File: config.mk
export PLATFORM = sky130hd
export DESIGN_NAME = sip_shift_accumulator_flat
export DESIGN_NICKNAME = d
export VERILOG_FILES = /design/src/rtl/sip_shift_accumulator_if.sv /design/src/rtl/sip_shift_accumulator.sv /design/src/flat_wrapper.sv
export SDC_FILE = /design/constraint.sdc
export NUM_CORES = 1
export LEC_CHECK = 0
export ABC_CLOCK_PERIOD_IN_PS = 15100
export BUFFER_PORTS_ARGS = -buffer_cell sky130_fd_sc_hd__buf_4
export CORE_ASPECT_RATIO = 0.9
export CORE_MARGIN = 4
export CORE_UTILIZATION = 50
export DETAILED_ROUTE_END_ITERATION = 6
export PLACE_DENSITY = 0.81
export SKIP_CTS_REPAIR_TIMING = 1
export SYNTH_ARGS = -nofsm -noshare
export SYNTH_HDL_FRONTEND = slang
export SYNTH_SLANG_ARGS = --single-unit
File: constraint.sdc
create_clock -name clk -period 15.1 [get_ports clk]
set_input_delay 3.02 -clock clk [delete_from_list [all_inputs] [get_ports clk]]
set_output_delay 3.02 -clock clk [all_outputs]
set_load 0.03 [all_outputs]
File: src/rtl/sip_shift_accumulator_if.sv
// Beat/result channel between the SIP dot adder, the shift accumulator and the
// requantization stage. The master drives beats and consumes results.
interface sip_shift_accumulator_if #(
  parameter int IN_W    = 8,
  parameter int ACC_W   = 24,
  parameter int SHIFT_W = 5,
  parameter int CNT_W   = 6
);
  logic                      i_valid;
  logic                      o_ready;
  logic signed [IN_W-1:0]    i_psum;
  logic        [SHIFT_W-1:0] i_shift;
  logic                      i_neg;
  logic                      i_first;
  logic                      i_last;
  logic                      o_valid;
  logic                      i_ready;
  logic signed [ACC_W-1:0]   o_acc;
  logic                      o_ovf;
  logic        [CNT_W-1:0]   o_beats;

  modport master (
    output i_valid, i_psum, i_shift, i_neg, i_first, i_last, i_ready,
    input  o_ready, o_valid, o_acc, o_ovf, o_beats
  );

  modport slave (
    input  i_valid, i_psum, i_shift, i_neg, i_first, i_last, i_ready,
    output o_ready, o_valid, o_acc, o_ovf, o_beats
  );
endinterface

File: src/rtl/sip_shift_accumulator.sv
// Shifts each bit-plane partial sum by its plane weight, optionally negates it,
// and accumulates a group into one wide signed result with a valid/ready output.
//
// state  | meaning
// IDLE   | nothing accumulated, accepting beats
// ACC    | group in progress, accepting beats
// HOLD   | result presented; a beat is accepted only when downstream takes it
module sip_shift_accumulator #(
  parameter int IN_W    = 8,
  parameter int ACC_W   = 24,
  parameter int SHIFT_W = 5,
  parameter int CNT_W   = 6
) (
  input  logic                           clk,
  input  logic                           rst,
  sip_shift_accumulator_if.slave         s_bus
);

  typedef enum logic [1:0] {
    S_IDLE = 2'd0,
    S_ACC  = 2'd1,
    S_HOLD = 2'd2
  } state_t;

  state_t r_state;
  state_t w_state_nxt;

  logic signed [ACC_W-1:0] r_acc;
  logic signed [ACC_W-1:0] r_acc_out;
  logic                    r_ovf;
  logic [CNT_W-1:0]        r_beats;

  logic                    w_ready;
  logic                    w_accept;
  logic                    w_base_zero;
  logic signed [ACC_W-1:0] w_ext;
  logic signed [ACC_W-1:0] w_shifted;
  logic signed [ACC_W:0]   w_term;
  logic signed [ACC_W:0]   w_base;
  logic signed [ACC_W:0]   w_sum;
  logic                    w_illegal;
  logic                    w_ovf_beat;
  logic                    w_ovf_nxt;
  logic [CNT_W-1:0]        w_beats_nxt;

  always_ff @(posedge clk) begin
    if (rst) r_state <= S_IDLE;
    else     r_state <= w_state_nxt;
  end

  // o_ready depends only on state and downstream ready, never on i_valid
  always_comb begin
    w_state_nxt = r_state;
    w_ready     = 1'b1;
    if (r_state == S_HOLD) w_ready = s_bus.i_ready;
    w_accept = s_bus.i_valid && w_ready;
    if (w_accept)                                  w_state_nxt = s_bus.i_last ? S_HOLD : S_ACC;
    else if (r_state == S_HOLD && s_bus.i_ready)   w_state_nxt = S_IDLE;
  end

  // Term and sum carry one guard bit so a wrapped add or negated minimum shows up as overflow
  assign w_ext       = {{(ACC_W-IN_W){s_bus.i_psum[IN_W-1]}}, s_bus.i_psum};
  assign w_shifted   = w_ext <<< s_bus.i_shift;
  assign w_term      = s_bus.i_neg ? -{w_shifted[ACC_W-1], w_shifted}
                                   :  {w_shifted[ACC_W-1], w_shifted};
  assign w_base_zero = (r_state != S_ACC) || s_bus.i_first;
  assign w_base      = w_base_zero ? '0 : {r_acc[ACC_W-1], r_acc};
  assign w_sum       = w_base + w_term;
  assign w_illegal   = s_bus.i_shift > SHIFT_W'(ACC_W - IN_W);
  assign w_ovf_beat  = (w_sum[ACC_W] ^ w_sum[ACC_W-1]) || w_illegal;
  assign w_ovf_nxt   = w_base_zero ? w_ovf_beat : (r_ovf | w_ovf_beat);
  assign w_beats_nxt = w_base_zero ? CNT_W'(1)
                                   : ((&r_beats) ? r_beats : r_beats + 1'b1);

  always_ff @(posedge clk) begin
    if (rst) begin
      r_acc     <= '0;
      r_acc_out <= '0;
      r_ovf     <= 1'b0;
      r_beats   <= '0;
    end else if (w_accept) begin
      r_acc   <= w_sum[ACC_W-1:0];
      r_ovf   <= w_ovf_nxt;
      r_beats <= w_beats_nxt;
      if (s_bus.i_last) r_acc_out <= w_sum[ACC_W-1:0];
    end
  end

  assign s_bus.o_ready = w_ready;
  assign s_bus.o_valid = (r_state == S_HOLD);
  assign s_bus.o_acc   = r_acc_out;
  assign s_bus.o_ovf   = r_ovf;
  assign s_bus.o_beats = r_beats;

endmodule
File: src/flat_wrapper.sv
// flat-port wrapper written by rule: the top's interface ports become plain ports
module sip_shift_accumulator_flat 
#(
  parameter int IN_W    = 8,
  parameter int ACC_W   = 24,
  parameter int SHIFT_W = 5,
  parameter int CNT_W   = 6
)
  (clk, rst, s_bus_i_valid, s_bus_i_psum, s_bus_i_shift, s_bus_i_neg, s_bus_i_first, s_bus_i_last, s_bus_i_ready, s_bus_o_ready, s_bus_o_valid, s_bus_o_acc, s_bus_o_ovf, s_bus_o_beats);
  sip_shift_accumulator_if #(.IN_W(IN_W), .ACC_W(ACC_W), .SHIFT_W(SHIFT_W), .CNT_W(CNT_W)) s_bus_i ();
  input  logic clk;
  input  logic rst;
  input wire logic [$bits(s_bus_i.i_valid)-1:0] s_bus_i_valid;
  input wire logic [$bits(s_bus_i.i_psum)-1:0] s_bus_i_psum;
  input wire logic [$bits(s_bus_i.i_shift)-1:0] s_bus_i_shift;
  input wire logic [$bits(s_bus_i.i_neg)-1:0] s_bus_i_neg;
  input wire logic [$bits(s_bus_i.i_first)-1:0] s_bus_i_first;
  input wire logic [$bits(s_bus_i.i_last)-1:0] s_bus_i_last;
  input wire logic [$bits(s_bus_i.i_ready)-1:0] s_bus_i_ready;
  output wire logic [$bits(s_bus_i.o_ready)-1:0] s_bus_o_ready;
  output wire logic [$bits(s_bus_i.o_valid)-1:0] s_bus_o_valid;
  output wire logic [$bits(s_bus_i.o_acc)-1:0] s_bus_o_acc;
  output wire logic [$bits(s_bus_i.o_ovf)-1:0] s_bus_o_ovf;
  output wire logic [$bits(s_bus_i.o_beats)-1:0] s_bus_o_beats;
  assign s_bus_i.i_valid = s_bus_i_valid;
  assign s_bus_i.i_psum = s_bus_i_psum;
  assign s_bus_i.i_shift = s_bus_i_shift;
  assign s_bus_i.i_neg = s_bus_i_neg;
  assign s_bus_i.i_first = s_bus_i_first;
  assign s_bus_i.i_last = s_bus_i_last;
  assign s_bus_i.i_ready = s_bus_i_ready;
  assign s_bus_o_ready = s_bus_i.o_ready;
  assign s_bus_o_valid = s_bus_i.o_valid;
  assign s_bus_o_acc = s_bus_i.o_acc;
  assign s_bus_o_ovf = s_bus_i.o_ovf;
  assign s_bus_o_beats = s_bus_i.o_beats;
  sip_shift_accumulator #(.IN_W(IN_W), .ACC_W(ACC_W), .SHIFT_W(SHIFT_W), .CNT_W(CNT_W)) u_core (.clk(clk), .rst(rst), .s_bus(s_bus_i));
endmodule
=== Word level (Yosys, flattened, before mapping) ===
Index checks and enable logic that the tools add are counted.

* Eq/ne operators: 3
* Add/sub/neg operators: 3
* Bitwise logic cells: 2
* $lt $le $gt $ge: 1
* Shift operators: 1
* Muxes and demuxes: 9
* Reduce and logical (&&, ||, !) cells: 8

{| class="wikitable"
|+ Operator list
! operator !! number
|-
| 25-bit two-way mux || 2
|-
| 25-bit adder || 1
|-
| 25-bit negation || 1
|-
| 8-bit by 5-bit <<< shifter with 24-bit output || 1
|-
| 6-bit two-way mux || 2
|-
| 6-bit by 1-bit adder with 6-bit output, second input constant || 1
|-
| 2-bit two-way mux || 3
|-
| 6-bit AND reduction || 1
|-
| 5-bit greater-than comparator, second input constant || 1
|-
| 2-bit by 1-bit inequality test with 1-bit output, second input constant || 2
|-
| 2-bit AND reduction || 2
|-
| 2-bit equality test, second input constant || 1
|-
| 1-bit logical AND || 2
|-
| 1-bit logical OR || 2
|-
| 1-bit two-way mux || 2
|-
| 2-bit nonzero test || 1
|-
| 1-bit OR || 1
|-
| 1-bit XOR || 1
|}

* Output and inout bits: 33
* Bits in registers: 57

=== Longest topological paths before layout ===
Gate-level depths: netlist of run 1.

* Depth in word-level cells: 8
* Gate-level depth with buffers: 21
* Gate-level depth less buffers: 19

=== Least setup slack after synthesis of run 1 ===
OpenSTA, ideal clock, no wires.

* Path type: input port to flip-flop
* Start: in s_bus_i_shift[1]
* End: reg u_core.r_ovf, in the netlist u_core.s_bus.o_ovf
* Setup slack: 6.727 ns
* Stages on the path: 20
* Library setup time: 0.091 ns
* Arrival time: 8.282 ns
* Required time: 15.009 ns
* Buffers on the path: 3
* Cells stage by stage: buf_2 > buf_1 > buf_1 > mux4_2 > nor3_1 > a31oi_1 > or4b_1 > nand3b_1 > or3b_1 > nand2_1 > xnor2_1 > ha_1 > a21o_1 > and2_1 > or4b_2 > o21a_1 > a311o_1 > a221oi_1 > xnor3_1 > a311oi_1

* Cells in the longest elaborated chain, start to end: 8
* Elaborated cells on any way between the ends: 9

{| class="wikitable"
|+ RTL lines
! element !! RTL line !! text
|-
| start, declared || flat_wrapper.sv:15 || <nowiki>input wire logic [$bits(s_bus_i.i_shift)-1:0] s_bus_i_shift;</nowiki>
|-
| 8-bit by 5-bit <<< shifter with 24-bit output || sip_shift_accumulator.sv:63 || <nowiki>assign w_shifted = w_ext <<< s_bus.i_shift;</nowiki>
|-
| 25-bit negation || sip_shift_accumulator.sv:64 || <nowiki>assign w_term = s_bus.i_neg ? -{w_shifted[ACC_W-1], w_shifted}</nowiki>
|-
| 25-bit two-way mux || sip_shift_accumulator.sv:64 ||
|-
| 25-bit adder || sip_shift_accumulator.sv:68 || <nowiki>assign w_sum = w_base + w_term;</nowiki>
|-
| 1-bit XOR || sip_shift_accumulator.sv:70 || <nowiki>assign w_ovf_beat = (w_sum[ACC_W] ^ w_sum[ACC_W-1]) || w_illegal;</nowiki>
|-
| 1-bit logical OR (*) || sip_shift_accumulator.sv:70 ||
|-
| 1-bit OR || sip_shift_accumulator.sv:71 || <nowiki>assign w_ovf_nxt = w_base_zero ? w_ovf_beat : (r_ovf | w_ovf_beat);</nowiki>
|-
| 1-bit two-way mux (*) || sip_shift_accumulator.sv:71 ||
|-
| end signal, assigned || sip_shift_accumulator.sv:83 || <nowiki>r_ovf <= w_ovf_nxt;</nowiki>
|-
| end, declared || sip_shift_accumulator.sv:30 || <nowiki>logic r_ovf;</nowiki>
|}

Every way passes the cells marked *; elsewhere a longest branch is shown, timed or not.
A chain may end at the register's enable or synchronous reset.

=== Worst setup path in the final report of run 1 ===
* Start: in s_bus_i_shift[0]
* End: reg u_core.r_ovf, in the netlist u_core.s_bus.o_ovf

The elaborated chain is that of the path after synthesis.

==> flow_metrics.tcl, run 1 <==
set metrics [dict create \
    antenna_cells 0 \
    drcViolationCount 0 \
    cp.required_ns 15.35 \
    power_switching_mw 0.157 \
    clk_pin_slew_worst_paths_ns 0.07 \
    end_kind "flip-flop" \
    critPathArrivalTime_ns 8.77 \
    worst_slew_pin_slew_ns 1.09 \
    start_kind "input pin" \
    intPower_mw 0.335 \
    num_vias 4911 \
    crit_type "input pin to flip-flop" \
    setup_viol 0 \
    synthesis.nets 696 \
    pre_cts_slack_ns 6.28 \
    clk_latency_ns 0.35 \
    gp_congestion 1.02 \
    outcome "completed" \
    comb_power_share_pct 29.3 \
    drv_slew 0 \
    synth-warning-count 0 \
    fp.dieH_um 102 \
    hold_viol 0 \
    synthCells 648 \
    drtIter0Drc 519 \
    maxCapViolCount 0 \
    antenna_left 0 \
    rsz0062_at_grt "no" \
    synth_top_cell_area_share_pct 23.3 \
    num-nets-final 724 \
    cts.sinks 57 \
    core_area_um2 9330 \
    place_inst 787 \
    seq_power_share_pct 33.6 \
    area_growth_pct 13.5 \
    gr-total-overflow 0 \
    cts_buffers 9 \
    grt_pass1_vias 4677 \
    drive_gt1_share_pct 13.8 \
    fp.dieW_um 112 \
    cellPowerDensity_nw_per_um2 88.6 \
    fmax_mhz 117 \
    crit_fanout 29 \
    worst_hold_slack_ns 0.451 \
    yosysSeqAreaShare_pct 23.3 \
    yosys-top-cells-count "nand2_1, a21oi_1, dfxtp_1" \
    dieArea_um2 11400 \
    hold_path_class "flip-flop to flip-flop" \
    final_util_pct 59.5 \
    synth.most_common_cell "nand2_1" \
    drt-pass1-iter-count 5 \
    yosys.area.top_type "dfxtp_1" \
    synth_area_per_cell_um2 7.54 \
    synthTopCellsByArea "dfxtp_1, nand2_1, a21oi_1" \
    ys_types 73 \
    met2_length_um 6320 \
    swShare_pct 31.8 \
    top_layer "met4" \
    antenna_found_initial 0 \
    min_period_over_period_pct 56.4 \
    cts-root-buf "clkbuf_8" \
    dp_hpwl_um 9550 \
    io_pins 53 \
    grt_pass1_wl_um 21600 \
    num_rows 33 \
    setup_tns_ns 0 \
    max_slew_margin_pct 27.3 \
    vdd_ir_drop_max_mv 0.0618 \
    syn_area_um2 4890 \
    vias_per_cell 6.12 \
    synthFlopType "dfxtp_1" \
    synth-seq-cells 57 \
    fill_cells 847 \
    async_flop_share_pct 0 \
    start_util_pct 52.4 \
    cts_tree "done" \
    ctsLongestPathBuffers 2 \
    leakagePower_nw 2.31 \
    layout_min_cycle_time_ns 8.52 \
    met3_length_um 825 \
    fin_cells 803 \
    clkPwrFrac_pct 37.1 \
    finClkSkew_ns 0.00745 \
    grt_start_max_net_pins 55 \
    track_usage_pct 22.7 \
    wl_per_cell_um 16.1 \
    numPortBuffers 52 \
    wirelength_um 12900 \
    setup_ws_ns 6.58 \
    synth_edf_count 0 \
    met1_length_um 5500 \
    h-tree-depth 3 \
]
power groups by stage:
| stage | combinational [mW] | sequential (mW) | clock [mW] |
|---|---|---|---|
| 2_1_floorplan | 0.0991 | 0.176 | 0 |
| 3_3_place_gp | 0.138 | 0.168 | 0 |
| 3_5_place_dp | 0.142 | 0.169 | 0 |
| 4_1_cts | 0.143 | 0.165 | 0.183 |
| 5_1_grt | 0.159 | 0.166 | 0.193 |
| 6_report | 0.144 | 0.165 | 0.182 |
worst max-delay path: stages:
cell and delay (ns):
buf_4 0.30, mux2_4 0.37, mux4_2 0.51, a32oi_1 0.37
or4b_1 0.51, nand3b_1 0.22, or3b_1 0.45, nand2_1 0.10
xnor2_1 0.07, ha_1 0.37, a21o_1 0.21, and2_1 0.17
or4b_2 0.62, o21a_1 0.21, a311o_1 0.36, a221oi_1 0.35
xnor3_1 0.27, a311oi_1 0.28
placed cells by master, fill, tap and decap left out, types with 6 or more instances in the layout:
| cell type | instances |
|---|---|
| a211oi_1 | 10 |
| a21o_1 | 9 |
| a21oi_1 | 70 |
| and2_1 | 29 |
| buf_4 | 53 |
| clkbuf_8 | 11 |
| dfxtp_1 | 57 |
| ha_1 | 27 |
| inv_1 | 10 |
| mux2_2 | 6 |
| mux2i_1 | 9 |
| nand2_1 | 117 |
| nand2b_1 | 9 |
| nand3_1 | 11 |
| nor2_1 | 44 |
| nor2b_1 | 10 |
| nor3_1 | 7 |
| o211ai_1 | 8 |
| o21a_1 | 7 |
| o21ai_0 | 25 |
| o31ai_1 | 8 |
| xnor2_1 | 22 |
| xor2_1 | 23 |
kinds of logic after synthesis:
logic type               Yosys count  synth area share (%)
multiplexers                      22                  6.37
XOR/XNOR                          46                  8.52
AO/OA/AOI/OAI                    185                  24.5
buffers and inverters             47                  3.86
flip-flops                        57                  23.3
adder cells (fa/ha/maj)           28                  7.32
AND/OR/NAND/NOR                  263                  26.1
per-stage QoR:
stage	instance area, µm²	total power [mW]
floorplan	4890	0.275
global placement	5300	0.306
detailed placement	5300	0.310
CTS	5550	0.491
global route	5550	0.518
finish	5550	0.492
final cells by class:
| cell class | instances | area, µm² | share of cell area (%) |
|---|---|---|---|
| clock inverters | 4 | 98.8 | 1.78 |
| flip-flops and latches | 57 | 1140 | 20.6 |
| multi-input cells | 544 | 3560 | 64.2 |
| clock buffers | 12 | 155 | 2.80 |
| inverters | 11 | 41.3 | 0.744 |
| repair buffers | 53 | 398 | 7.17 |
| well taps | 122 | 153 | 2.75 |
flip-flops by register name, summed over array words and instances, names as in the netlist:
signal	flops
u_core.s_bus.o_ovf	1
u_core.r_state	2
u_core.s_bus.o_beats	6
u_core.r_acc	24
u_core.s_bus.o_acc	24
path summary, 6_finish.rpt:
kind | start | end | slack, ns | depth (start not counted)
worst max-delay path | s_bus_i_shift[0] | u_core.s_bus.o_ovf$_SDFFE_PP0P_ | 6.58 | 18
worst max register to register | u_core.r_state[0]$_SDFFE_PP0P_ | u_core.s_bus.o_ovf$_SDFFE_PP0P_ | 11.04 | 14
worst min-delay path | u_core.r_acc[5]$_SDFFE_PP0P_ | u_core.r_acc[5]$_SDFFE_PP0P_ | 0.45 | 2
worst min register to register | u_core.r_acc[5]$_SDFFE_PP0P_ | u_core.r_acc[5]$_SDFFE_PP0P_ | 0.45 | 2
layer usage:
metal | GRT usage (%) | vias to the layer above
met1 | 28.1 | 2333
met2 | 38.8 | 175
met5 | 0 | -
met3 | 6.09 | 23
li1 | - | 2380
met4 | 7.12 | 0
Note: power is estimated with default switching activity, not from simulation.
==> run 2: changes to the inputs <==
--- a/config.mk
+++ b/config.mk
@@ -5,7 +5,7 @@
 export SDC_FILE = /design/constraint.sdc
 export NUM_CORES = 1
 export LEC_CHECK = 0
-export ABC_CLOCK_PERIOD_IN_PS = 15100
+export ABC_CLOCK_PERIOD_IN_PS = 8900
 export BUFFER_PORTS_ARGS = -buffer_cell sky130_fd_sc_hd__buf_4
 export CORE_ASPECT_RATIO = 0.9
 export CORE_MARGIN = 4
==> constraint.sdc (replaced) <==
create_clock -name clk -period 8.9 [get_ports clk]
set_input_delay 1.78 -clock clk [delete_from_list [all_inputs] [get_ports clk]]
set_output_delay 1.78 -clock clk [all_outputs]
set_load 0.03 [all_outputs]
==> run 2 against run 1 <==
Clock-buffer cell count is the same. Non-clock buffer count is the same. Cell area shrank 0.43%. First-iteration DRC count shrank 16%. Register-to-register slack lost 6.1 ns. Worst setup slack lost 5.0 ns. Cell count is the same. Sequential power grew 70%. Sequential share of layout area grew 0.088 points. Sequential cell count is the same. Worst hold slack gained 0.0031 ns. Clock skew shrank 0.0028 ns. Critical endpoint unchanged. Largest power group is now registers. Highest routed layer unchanged.
==> flow_metrics.tcl, run 2 (synthesis gave the netlist of run 1 again) <==
set metrics [dict create \
    critPathArrivalTime_ns 7.54 \
    max_slew_margin_pct 27.2 \
    fmax_mhz 137 \
    path_cells "buf_4, mux2_4, mux4_2, a32oi_1, or4b_1, nand3b_1, or3b_1, nand2_1, xnor2_1, ha_1, a21o_1, and2_1, or4b_2, o21a_1, a311o_1, a221oi_1, xnor3_1, a311oi_1" \
    antenna_left 0 \
    wl_per_cell_um 16.1 \
    max_stage_delay_ns 0.62 \
    final_cell_mix "nand2_1, a21oi_1, dfxtp_1" \
    dpl_cell_area_um2 5300 \
    hold_path_class "flip-flop to flip-flop" \
    track_usage_pct 22.4 \
    grt_pass1_vias 4582 \
    cellPowerDensity_nw_per_um2 146 \
    r2r_start "u_core.r_state[0]$_SDFFE_PP0P_" \
    setup_viol 0 \
    cts_buffers 9 \
    vdd_ir_drop_max_mv 0.0934 \
    drcViolationCount 0 \
    cp_slowest_cell "or4b_2" \
    crit_fanout 29 \
    leakagePower_nw 2.30 \
    crit_start "s_bus_i_shift[0]" \
    dp_hpwl_um 9530 \
    total_power_mw 0.805 \
    gp_congestion 1.03 \
    clk_pin_slew_worst_paths_ns 0.07 \
    num_rows 33 \
    design_area_um2 5530 \
    ctsLongestPathBuffers 2 \
    area_growth_pct 13.1 \
    grt_start_max_net_pins 55 \
    outcome "completed" \
    setup_tns_ns 0 \
    numPortBuffers 52 \
    finClkSkew_ns 0.00467 \
    start_kind "input pin" \
    pre_cts_slack_ns 1.33 \
    dieArea_um2 11400 \
    num_vias 4905 \
    crit_type "input pin to flip-flop" \
    wirelength_um 12900 \
    final_common_cell "nand2_1" \
    crit_family "simple AND/OR/NAND/NOR gates" \
    fp.dieH_um 102 \
    clk_latency_ns 0.34 \
    core_area_um2 9330 \
    h-tree-depth 3 \
    maxCapViolCount 0 \
    layout_min_cycle_time_ns 7.29 \
    hold_viol 0 \
    vias_per_cell 6.11 \
    end_kind "flip-flop" \
    gr-total-overflow 0 \
    fp.dieW_um 112 \
    worst_slew_pin_slew_ns 1.09 \
    drv_slew 0 \
    antenna_found_initial 0 \
    cts_tree "done" \
    antenna_cells 0 \
    cts-root-buf "clkbuf_8" \
    setup_ws_ns 1.61 \
    io_pins 53 \
    fill_cells 849 \
    cts.sinks 57 \
    critPathBufInv 1 \
    grt_pass1_wl_um 21300 \
    min_from "u_core.r_acc[5]$_SDFFE_PP0P_" \
    drtIter0Drc 434 \
    final_util_pct 59.2 \
    min_period_over_period_pct 81.9 \
    cp.required_ns 9.15 \
    start_util_pct 52.4 \
    drive_gt1_share_pct 13.8 \
    drt-pass1-iter-count 5 \
    rsz0062_at_grt "no" \
    num-nets-final 724 \
]
-- run 2: area by class of cell --
type / instances / area, µm² / share of cell area (%)
Tap cell: 122 / 153 / 2.76
Multi-Input combinational cell: 544 / 3560 / 64.5
Inverter: 11 / 41.3 / 0.747
Clock inverter: 4 / 75.1 / 1.36
Timing Repair Buffer: 53 / 398 / 7.20
Sequential cell: 57 / 1140 / 20.6
Clock buffer: 12 / 155 / 2.81
-- run 2: final timing paths --
path                                      to  slack, ns  depth (start not counted)
max reg2reg  u_core.s_bus.o_ovf$_SDFFE_PP0P_       4.92                         14
min reg2reg     u_core.r_acc[5]$_SDFFE_PP0P_       0.45                          2
max          u_core.s_bus.o_ovf$_SDFFE_PP0P_       1.61                         18
min             u_core.r_acc[5]$_SDFFE_PP0P_       0.45                          2
-- run 2: stage by stage --
step | hold slack [ns] | cells
finish | 0.454 | 803
floorplan | 0.432 | 648
detailed placement | 0.445 | 787
global placement | 0.438 | 787
CTS | 0.453 | 803
global route | 0.481 | 803
-- run 2: report_power, final --
group | internal (mW) | switching (mW)
logic | 0.0957 | 0.150
clock network | 0.173 | 0.105
registers | 0.272 | 0.00919
total | 0.540 | 0.264
-- run 2: metal layers --
layer	routed length, µm	track usage, %
met1	5650	28.3
met2	6400	39.0
met3	717	4.96
met4	161	5.64
met5	0	0
-- run 2: worst register-to-register path, stage by stage, from the launching register on --
cell and delay [ns]:
dfxtp_1 0.34, nor3b_2 0.16, buf_4 0.22, and2_1 0.21, ha_1 0.22, fa_1 0.42, a21oi_1 0.26, o211ai_1 0.14
o211ai_1 0.21, o21ai_0 0.24, o21a_1 0.25, a311o_1 0.36, a221oi_1 0.35, xnor3_1 0.27, a311oi_1 0.25
